==> src/rtl/ddr_act_scheduler_pkg.sv <==
// Shared types, defaults and helpers for the DDR4 row-activation stage.
package ddr_act_scheduler_pkg;

  localparam int DEF_ROW_W = 15;
  localparam int DEF_COL_W = 10;
  localparam int DEF_T_RCD = 16;
  localparam int DEF_T_RP  = 16;
  localparam int DEF_T_RRD = 4;
  localparam int DEF_T_RAS = 39;

  localparam int NUM_BANKS = 16;
  localparam int BANK_W    = 4;

  localparam logic [1:0] RW_WRITE = 2'b01;
  localparam logic [1:0] RW_READ  = 2'b10;

  typedef enum logic [1:0] {
    CMD_NONE = 2'b00,
    CMD_ACT  = 2'b01,
    CMD_PRE  = 2'b10
  } act_cmd_e;

  typedef struct packed {
    logic                 valid;
    logic [DEF_ROW_W-1:0] row;
  } bank_state_t;

  typedef enum logic [2:0] {
    ST_IDLE,
    ST_CHECK,
    ST_PRE,
    ST_WAIT_RP,
    ST_ACT,
    ST_WAIT_RCD,
    ST_HANDOFF
  } act_state_e;

  function automatic int timer_width(input int a, input int b, input int c, input int d);
    int m;
    m = a;
    if (b > m) m = b;
    if (c > m) m = c;
    if (d > m) m = d;
    return $clog2(m) + 1;
  endfunction

endpackage

==> src/rtl/ddr_bank_table.sv <==
// Per-bank open-row table plus per-bank tRAS timers; combinational read,
// single open/close write per cycle.
module ddr_bank_table
  import ddr_act_scheduler_pkg::*;
#(
  parameter int ROW_W = DEF_ROW_W,
  parameter int TW    = 7,
  parameter int T_RAS = DEF_T_RAS
) (
  input  logic              clk_i,
  input  logic              rst_i,
  input  logic [BANK_W-1:0] rd_idx_i,
  output logic              rd_valid_o,
  output logic [ROW_W-1:0]  rd_row_o,
  output logic              rd_tras_zero_o,
  input  logic              open_i,
  input  logic              close_i,
  input  logic [BANK_W-1:0] wr_idx_i,
  input  logic [ROW_W-1:0]  wr_row_i
);

  bank_state_t       tbl_q  [NUM_BANKS];
  bank_state_t       tbl_d  [NUM_BANKS];
  logic [TW-1:0]     tras_q [NUM_BANKS];
  logic [TW-1:0]     tras_d [NUM_BANKS];

  assign rd_valid_o     = tbl_q[rd_idx_i].valid;
  assign rd_row_o       = ROW_W'(tbl_q[rd_idx_i].row);
  assign rd_tras_zero_o = (tras_q[rd_idx_i] == '0);

  // Loading T_RAS-1 makes the earliest PRE land exactly T_RAS clocks after the ACT.
  always_comb begin
    for (int i = 0; i < NUM_BANKS; i++) begin
      tbl_d[i]  = tbl_q[i];
      tras_d[i] = (tras_q[i] != '0) ? tras_q[i] - TW'(1) : '0;
    end
    if (open_i) begin
      tbl_d[wr_idx_i]  = {1'b1, DEF_ROW_W'(wr_row_i)};
      tras_d[wr_idx_i] = TW'(T_RAS - 1);
    end else if (close_i) begin
      tbl_d[wr_idx_i].valid = 1'b0;
    end
  end

  always_ff @(posedge clk_i) begin
    for (int i = 0; i < NUM_BANKS; i++) begin
      if (rst_i) begin
        tbl_q[i]  <= '0;
        tras_q[i] <= '0;
      end else begin
        tbl_q[i]  <= tbl_d[i];
        tras_q[i] <= tras_d[i];
      end
    end
  end

endmodule

==> src/rtl/ddr_act_scheduler.sv <==
// Row-activation stage: one request at a time, open-page policy, issues
// PRE/ACT under tRP/tRCD/tRRD/tRAS and hands the request to the CAS stage.
module ddr_act_scheduler
  import ddr_act_scheduler_pkg::*;
#(
  parameter int ROW_W = DEF_ROW_W,
  parameter int COL_W = DEF_COL_W,
  parameter int T_RCD = DEF_T_RCD,
  parameter int T_RP  = DEF_T_RP,
  parameter int T_RRD = DEF_T_RRD,
  parameter int T_RAS = DEF_T_RAS
) (
  input  logic             clock_i,
  input  logic             reset_i,
  input  logic             config_done_i,
  input  logic             req_valid_i,
  output logic             req_rdy_o,
  input  logic [1:0]       req_rw_i,
  input  logic [1:0]       req_bg_i,
  input  logic [1:0]       req_ba_i,
  input  logic [ROW_W-1:0] req_row_i,
  input  logic [COL_W-1:0] req_col_i,
  output logic             cmd_valid_o,
  output logic [1:0]       cmd_type_o,
  output logic [1:0]       cmd_bg_o,
  output logic [1:0]       cmd_ba_o,
  output logic [ROW_W-1:0] cmd_row_o,
  output logic             cas_valid_o,
  input  logic             cas_rdy_i,
  output logic [1:0]       cas_rw_o,
  output logic [1:0]       cas_bg_o,
  output logic [1:0]       cas_ba_o,
  output logic [COL_W-1:0] cas_col_o,
  output logic             act_idle_o
);

  localparam int TW = timer_width(T_RCD, T_RP, T_RRD, T_RAS);

  act_state_e       state_q, state_d;
  logic [1:0]       rw_q, rw_d, bg_q, bg_d, ba_q, ba_d;
  logic [ROW_W-1:0] row_q, row_d;
  logic [COL_W-1:0] col_q, col_d;
  logic [TW-1:0]    trp_q, trp_d, trcd_q, trcd_d, trrd_q, trrd_d;

  act_cmd_e         cmd_type;
  logic             open_en, close_en;
  logic             bank_valid, tras_zero;
  logic [ROW_W-1:0] bank_row;

  ddr_bank_table #(
    .ROW_W (ROW_W),
    .TW    (TW),
    .T_RAS (T_RAS)
  ) u_bank_table (
    .clk_i          (clock_i),
    .rst_i          (reset_i),
    .rd_idx_i       ({bg_q, ba_q}),
    .rd_valid_o     (bank_valid),
    .rd_row_o       (bank_row),
    .rd_tras_zero_o (tras_zero),
    .open_i         (open_en),
    .close_i        (close_en),
    .wr_idx_i       ({bg_q, ba_q}),
    .wr_row_i       (row_q)
  );

  // Wait timers are loaded with T-1 and released at <=1 so the next state
  // begins exactly T clocks after the command pulse.
  always_comb begin
    state_d  = state_q;
    rw_d     = rw_q;
    bg_d     = bg_q;
    ba_d     = ba_q;
    row_d    = row_q;
    col_d    = col_q;
    trp_d    = (trp_q  != '0) ? trp_q  - TW'(1) : '0;
    trcd_d   = (trcd_q != '0) ? trcd_q - TW'(1) : '0;
    trrd_d   = (trrd_q != '0) ? trrd_q - TW'(1) : '0;
    cmd_type = CMD_NONE;
    open_en  = 1'b0;
    close_en = 1'b0;
    case (state_q)
      ST_IDLE: begin
        if (req_valid_i && config_done_i) begin
          rw_d    = req_rw_i;
          bg_d    = req_bg_i;
          ba_d    = req_ba_i;
          row_d   = req_row_i;
          col_d   = req_col_i;
          state_d = ST_CHECK;
        end
      end
      ST_CHECK: begin
        if (bank_valid && (bank_row == row_q)) state_d = ST_HANDOFF;
        else if (!bank_valid)                  state_d = ST_ACT;
        else                                   state_d = ST_PRE;
      end
      ST_PRE: begin
        if (tras_zero) begin
          cmd_type = CMD_PRE;
          close_en = 1'b1;
          trp_d    = TW'(T_RP - 1);
          state_d  = (T_RP == 1) ? ST_ACT : ST_WAIT_RP;
        end
      end
      ST_WAIT_RP: begin
        if (trp_q <= TW'(1)) state_d = ST_ACT;
      end
      ST_ACT: begin
        if (trrd_q == '0) begin
          cmd_type = CMD_ACT;
          open_en  = 1'b1;
          trrd_d   = TW'(T_RRD - 1);
          trcd_d   = TW'(T_RCD - 1);
          state_d  = (T_RCD == 1) ? ST_HANDOFF : ST_WAIT_RCD;
        end
      end
      ST_WAIT_RCD: begin
        if (trcd_q <= TW'(1)) state_d = ST_HANDOFF;
      end
      ST_HANDOFF: begin
        if (cas_rdy_i) state_d = ST_IDLE;
      end
      default: state_d = ST_IDLE;
    endcase
  end

  always_ff @(posedge clock_i) begin
    if (reset_i) begin
      state_q <= ST_IDLE;
      rw_q    <= '0;
      bg_q    <= '0;
      ba_q    <= '0;
      row_q   <= '0;
      col_q   <= '0;
      trp_q   <= '0;
      trcd_q  <= '0;
      trrd_q  <= '0;
    end else begin
      state_q <= state_d;
      rw_q    <= rw_d;
      bg_q    <= bg_d;
      ba_q    <= ba_d;
      row_q   <= row_d;
      col_q   <= col_d;
      trp_q   <= trp_d;
      trcd_q  <= trcd_d;
      trrd_q  <= trrd_d;
    end
  end

  assign req_rdy_o   = (state_q == ST_IDLE) && config_done_i;
  assign act_idle_o  = (state_q == ST_IDLE);
  assign cmd_valid_o = (cmd_type != CMD_NONE);
  assign cmd_type_o  = cmd_type;
  assign cmd_bg_o    = cmd_valid_o ? bg_q : 2'b00;
  assign cmd_ba_o    = cmd_valid_o ? ba_q : 2'b00;
  assign cmd_row_o   = (cmd_type == CMD_ACT) ? row_q : '0;
  assign cas_valid_o = (state_q == ST_HANDOFF);
  assign cas_rw_o    = cas_valid_o ? rw_q  : 2'b00;
  assign cas_bg_o    = cas_valid_o ? bg_q  : 2'b00;
  assign cas_ba_o    = cas_valid_o ? ba_q  : 2'b00;
  assign cas_col_o   = cas_valid_o ? col_q : '0;

  a_cmd_type: assert property (@(posedge clock_i) disable iff (reset_i)
    cmd_valid_o |-> (cmd_type_o != 2'b00));

  a_cas_stable: assert property (@(posedge clock_i) disable iff (reset_i)
    (cas_valid_o && !cas_rdy_i) |=>
      (cas_valid_o && $stable({cas_rw_o, cas_bg_o, cas_ba_o, cas_col_o})));

endmodule

==> config.mk <==
export PLATFORM = sky130hd
export DESIGN_NAME = ddr_act_scheduler
export DESIGN_NICKNAME = d
export VERILOG_FILES = /design/src/rtl/ddr_act_scheduler_pkg.sv /design/src/rtl/ddr_bank_table.sv /design/src/rtl/ddr_act_scheduler.sv
export SDC_FILE = /design/constraint.sdc
export NUM_CORES = 1
export LEC_CHECK = 0
export CORE_MARGIN = 2
export CORE_UTILIZATION = 60
export DETAILED_ROUTE_END_ITERATION = 6
export HOLD_SLACK_MARGIN = 0.15
export PLACE_DENSITY_LB_ADDON = 0.3
export RECOVER_POWER = 100
export SYNTH_ARGS = -nofsm -noshare
export SYNTH_HDL_FRONTEND = slang
export SYNTH_SLANG_ARGS = --single-unit
==> constraint.sdc <==
create_clock -name clock_i -period 4.95 [get_ports clock_i]
set_input_delay 1.485 -clock clock_i [delete_from_list [all_inputs] [get_ports clock_i]]
set_output_delay 1.485 -clock clock_i [all_outputs]
set_load 0.01 [all_outputs]
# Yosys cells after proc, flatten, opt, wreduce, memory -nomap -nowiden
# Memory sizes are Yosys's and may differ from the RTL's. A register that Yosys moved wholly into a read port is not among the register bits.
# Index checks and enable logic that the tools add are counted.
[totals] register_bits=55 ramBits=368 input_bits=36 out_inout_bits=41 wordCells=211 n_memories=2
[op_classes] add_sub_neg=19 order_cmp=4 eq_ne=14 muxes=98 n_bitwise=36 n_reduce_logical=29
[mem_list] name="u_bank_table.tbl_q" depth=16 word_bits=16 read_ports=17 rd_ports_with_merged_regs=1 wr=16 line_no="ddr_bank_table.sv:22" text="bank_state_t tbl_q [NUM_BANKS];"
[mem_list] name="u_bank_table.tras_q" depth=16 word_bits=7 read_ports=17 rd_ports_with_merged_regs=1 wr=16 line_no="ddr_bank_table.sv:24" text="logic [TW-1:0] tras_q [NUM_BANKS];"
[op_table] operator="256-bit bitwise mux" count=2
[op_table] operator="256-bit two-way mux" count=2
[op_table] operator="7-bit two-way mux" count=42
[op_table] operator="16-bit two-way mux" count=18
[op_table] operator="7-bit nonzero test" count=19
[op_table] operator="7-bit by 1-bit subtractor with 7-bit output (second input constant)" count=19
[op_table] operator="16-bit demux with 4-bit select" count=2
[op_table] operator="112-bit two-way mux" count=1
[op_table] operator="64-bit bitwise AND" count=1
[op_table] operator="64-bit inverter" count=1
[op_table] operator="48-bit bitwise OR" count=1
[op_table] operator="1-bit bitwise OR" count=32
[op_table] operator="7-bit demux with 4-bit select" count=1
[op_table] operator="3-bit two-way mux" count=8
[op_table] operator="3-bit one-hot mux with 7 select lines" count=1
[op_table] operator="4-bit two-way mux" count=4
[op_table] operator="15-bit equality test" count=1
[op_table] operator="15-bit two-way mux" count=1
[op_table] operator="7-bit by 1-bit <= comparator with 1-bit output (second input constant)" count=2
[op_table] operator="7-bit zero test" count=2
[op_table] operator="2-bit two-way mux" count=6
[op_table] operator="10-bit two-way mux" count=1
[op_table] operator="3-bit equality test (second input constant)" count=3
[op_table] operator="1-bit two-way mux" count=8
[op_table] operator="other kinds (14)" count=22

# Longest topological paths before layout
[logic_depth] ltp_word=9 ltp_mapped=11

# Cells and area by module
# From an unflattened synthesis, not the netlist that was laid out.
[unflattened] cells_unflattened=2181 area_unflattened_um2=18875.6
[modules_own_cells] module="ddr_bank_table" instances=1 cells_each=1845 area_per_inst_um2=16174.3 seq_area_each_um2=7367.1
[modules_own_cells] module="ddr_act_scheduler" instances=1 cells_each=336 area_per_inst_um2=2701.3 seq_area_each_um2=1101.1

# Worst setup path before layout
# OpenSTA, ideal clock, no wires.
[synth_path] path_type="register to output" start="memory u_bank_table.tras_q[5][4]" end="output port cmd_ba_o[0]" arrival_ps=2240 slack_ps=1225 path_stages_with_launch=8 cell_sequence="dfxtp_1 nor4_1 nand2_1 mux4_2 a2111oi_4 o211ai_1 nand2_1 and2_1"
[synth_lines] item="start, declared" line_no="ddr_bank_table.sv:24"
[synth_lines] item="end, declared" line_no="ddr_act_scheduler.sv:26" text="output logic [1:0] cmd_ba_o,"

==> results.toml <==
[grt]
antenna_found_initial = 0
grt_pass1_vias = 16100
grt_pass1_wl_um = 83600
grt_max_degree = 157
grt_overflow = 0
grt_usage_pct = 31.5

[detailed_routing]
drc = 0
wl_per_cell_um = 19.4
drt_wl_total_um = 53000
via_per_inst = 6.08
drt_iter0_markers = 1899
drt-pass1-iter-count = 6
vias = 16600
antenna_left = 0

[clock_tree]
cts_root_buffer = "clkbuf_16"
hold_buffers = 0
htree_levels = 2
cts_tree = "built"
numCtsBuffers = 44
cts_buffer_depth = 3
worstSkewPairLatency_ns = 0.55
cts_sinks = 427
clk_pin_slew_worst_paths_ns = 0.06

[synth]
synth_warnings = 0
yosysMostFrequentCell = "nand2_1"
yosys.area.top_type = "dfxtp_1"
synth.top_cell.area_share_pct = 44.8
synth_area_leaders = "dfxtp_1, nand2_1, a21oi_1, mux4_2, xnor2_1"
synthCells = 2285
synth_flop_cell = "dfxtp_1"
synth_area_um2 = 19100
ys_types = 60
yosysSeqAreaShare_pct = 44.8
synthArstFlopShare_pct = 0
avgSynthCellArea_um2 = 8.36
synth_common_cells = "nand2_1, dfxtp_1, a21oi_1"
ys_ff_latch = 427
syn_nets = 2358
synth_edf_count = 0

[sta]
finalSetupViolCount = 0
clock_skew_ns = 0.0123
worst_pin_slew_ns = 2.32
setup-tns-final_ns = 0
worst_slack_ns = 0.128
timing.slew.headroom_pct = -54.4
period_share_pct = 97.4
fin_crit_ns = 4.82
slew_viol_final = 121
hold_viol = 0
max_freq_mhz = 207

[die]
initial_utilization_pct = 60.7
boundaryPins = 77
die_w_um = 182
dieArea_um2 = 33300
num_rows = 65
die_h_um = 182
core_um2 = 31500

[placement]
io_buffers = 76
post-place-ws_ns = 0.395
dp.final_hpwl_um = 32900
place.gp.congestion = 0.846

[worst_setup_path]
worstPathMaxFanout = 5
r2r-start = "trrd_q[3]"
worstPathRequired_ns = 3.46
crit_type = "register to output pin"
r2r_end = "u_bank_table.tbl_q[12][1]"
ff2ff_path_depth = 8
crit_slowest_cell = "mux4_2"
reg2reg_slack_ns = 0.96
cp-start-kind = "register"
endpoint_kind = "output pin"
critical_path.cell_chain = "nor4_2, nand2_1, mux4_2, a2111oi_4, o211ai_1, nand2_1, and2_0, clkdlybuf4s50_1"
crit_start = "u_bank_table.tras_q[1][4]"
path_common_cell = "nand2_1"
cpPeakStageDelay_ns = 0.55
worstPathArrival_ns = 3.34

[min_path]
min_from = "u_bank_table.tras_q[14][0]"
hold_path_end = "u_bank_table.tras_q[14][0]"
hold_class = "register to register"
whs_path_depth = 1

[layout]
antenna_cells = 0
final_nets = 2360
n_fill_cell = 2422
drive_above_1_share_pct = 9.05
area_growth_pct = 13.1

[power]
p_per_area_nw_per_um2 = 500
p_leak_uw = 0.00775
irDropWorstVdd_v = 0.000282

[status]
status = "finished, violations left"
violations = "capacitance limit, slew limit"

[job]
max_cap_viol_count = 2
## flip-flops by register name, summed over array words and instances, names as in the netlist, named ones only
signal and count:
state_q 3, bg_q 2, rw_q 2, row_q 15
u_bank_table.tbl_q 256, col_q 10, trp_q 7, trrd_q 7
trcd_q 7, ba_q 2, u_bank_table.tras_q 112
## metrics by stage
stage | utilization, % | instance area, um2 | total power [uW] | instances | hold slack (ns)
after detailed placement | 63.7 | 20000 | 7290 | 2639 | 0.425
final | 68.6 | 21600 | 10800 | 2723 | 0.438
after CTS | 68.6 | 21600 | 10700 | 2721 | 0.433
after global routing | 68.6 | 21600 | 11400 | 2723 | 0.442
after global placement | 63.7 | 20000 | 7160 | 2639 | 0.415
after floorplan | - | 19100 | 6570 | 2285 | 0.407
## cell families after synthesis
family / Yosys count / synth area share (%)
simple gates: 951 / 21.2
mux: 89 / 8.86
flops: 427 / 44.8
compound gates: 423 / 12.3
buf+inv: 238 / 4.94
xor+xnor: 120 / 5.50
fa+ha+maj: 37 / 2.42
## how the worst max path moves through the flow
stage                  endpoint  slack [ns]  cells past startpoint
floorplan           cmd_ba_o[0]        1.23                      7
global placement    cmd_ba_o[0]        0.51                      8
detailed placement  cmd_bg_o[0]        0.39                      8
CTS                 cmd_bg_o[0]        0.01                      8
global route        cmd_bg_o[0]      -0.008                      8
finish              cmd_ba_o[0]        0.13                      8
## worst max-delay path, delay by kind of cell (launching register included)
kind	cells	cell delay (ns)
multiplexers	1	0.55
buffers and inverters	1	0.53
flip-flops	1	0.36
AO/OA/AOI/OAI	2	0.54
AND/OR/NAND/NOR	4	0.81
## what timing repair did
item,in CTS,in global routing
setup buffers,2,2
endpoints found under the setup margin,6,6
pin swaps,1,3
resized for setup,2,7
## placed cells by master (no fill, tap or decap), types with 9 or more instances in the layout
cell,count
and2_0,21
nand3_1,38
mux2i_1,24
nor3_1,34
or3_1,16
nor4_1,15
and2_1,18
clkbuf_8,10
clkinv_2,10
xnor2_1,74
clkdlybuf4s50_1,58
o21ai_0,24
ha_1,37
nor2_1,141
dlygate4sd3_1,17
or4_1,9
nand2_1,599
mux4_2,64
o22ai_1,59
a21oi_1,295
dfxtp_1,424
inv_1,73
xor2_1,46
nand2b_1,10
clkbuf_16,45
buf_4,40
## where the power goes
group	internal [uW]	total, uW	switching [uW]
logic	1300	3050	1740
clock network	2080	3460	1380
registers	3870	4300	428
total	7260	10800	3550
## area by class of cell
class / instances / area (um2) / area share, %
Tap cell: 402 / 503 / 2.33
Timing Repair Buffer: 119 / 1090 / 5.03
Sequential cell: 427 / 8560 / 39.6
Clock inverter: 18 / 225 / 1.04
Clock buffer: 62 / 1290 / 5.97
Inverter: 75 / 282 / 1.30
Multi-Input combinational cell: 1620 / 9660 / 44.7
## per-layer routing
metal,wire length [um],GRT usage [%],vias up
met5,0,0,-
met2,25300,53.4,867
met4,1900,12.2,0
met1,20600,39.9,7848
li1,-,-,7694
met3,5150,6.05,150
(Power assumes the default switching activity.)
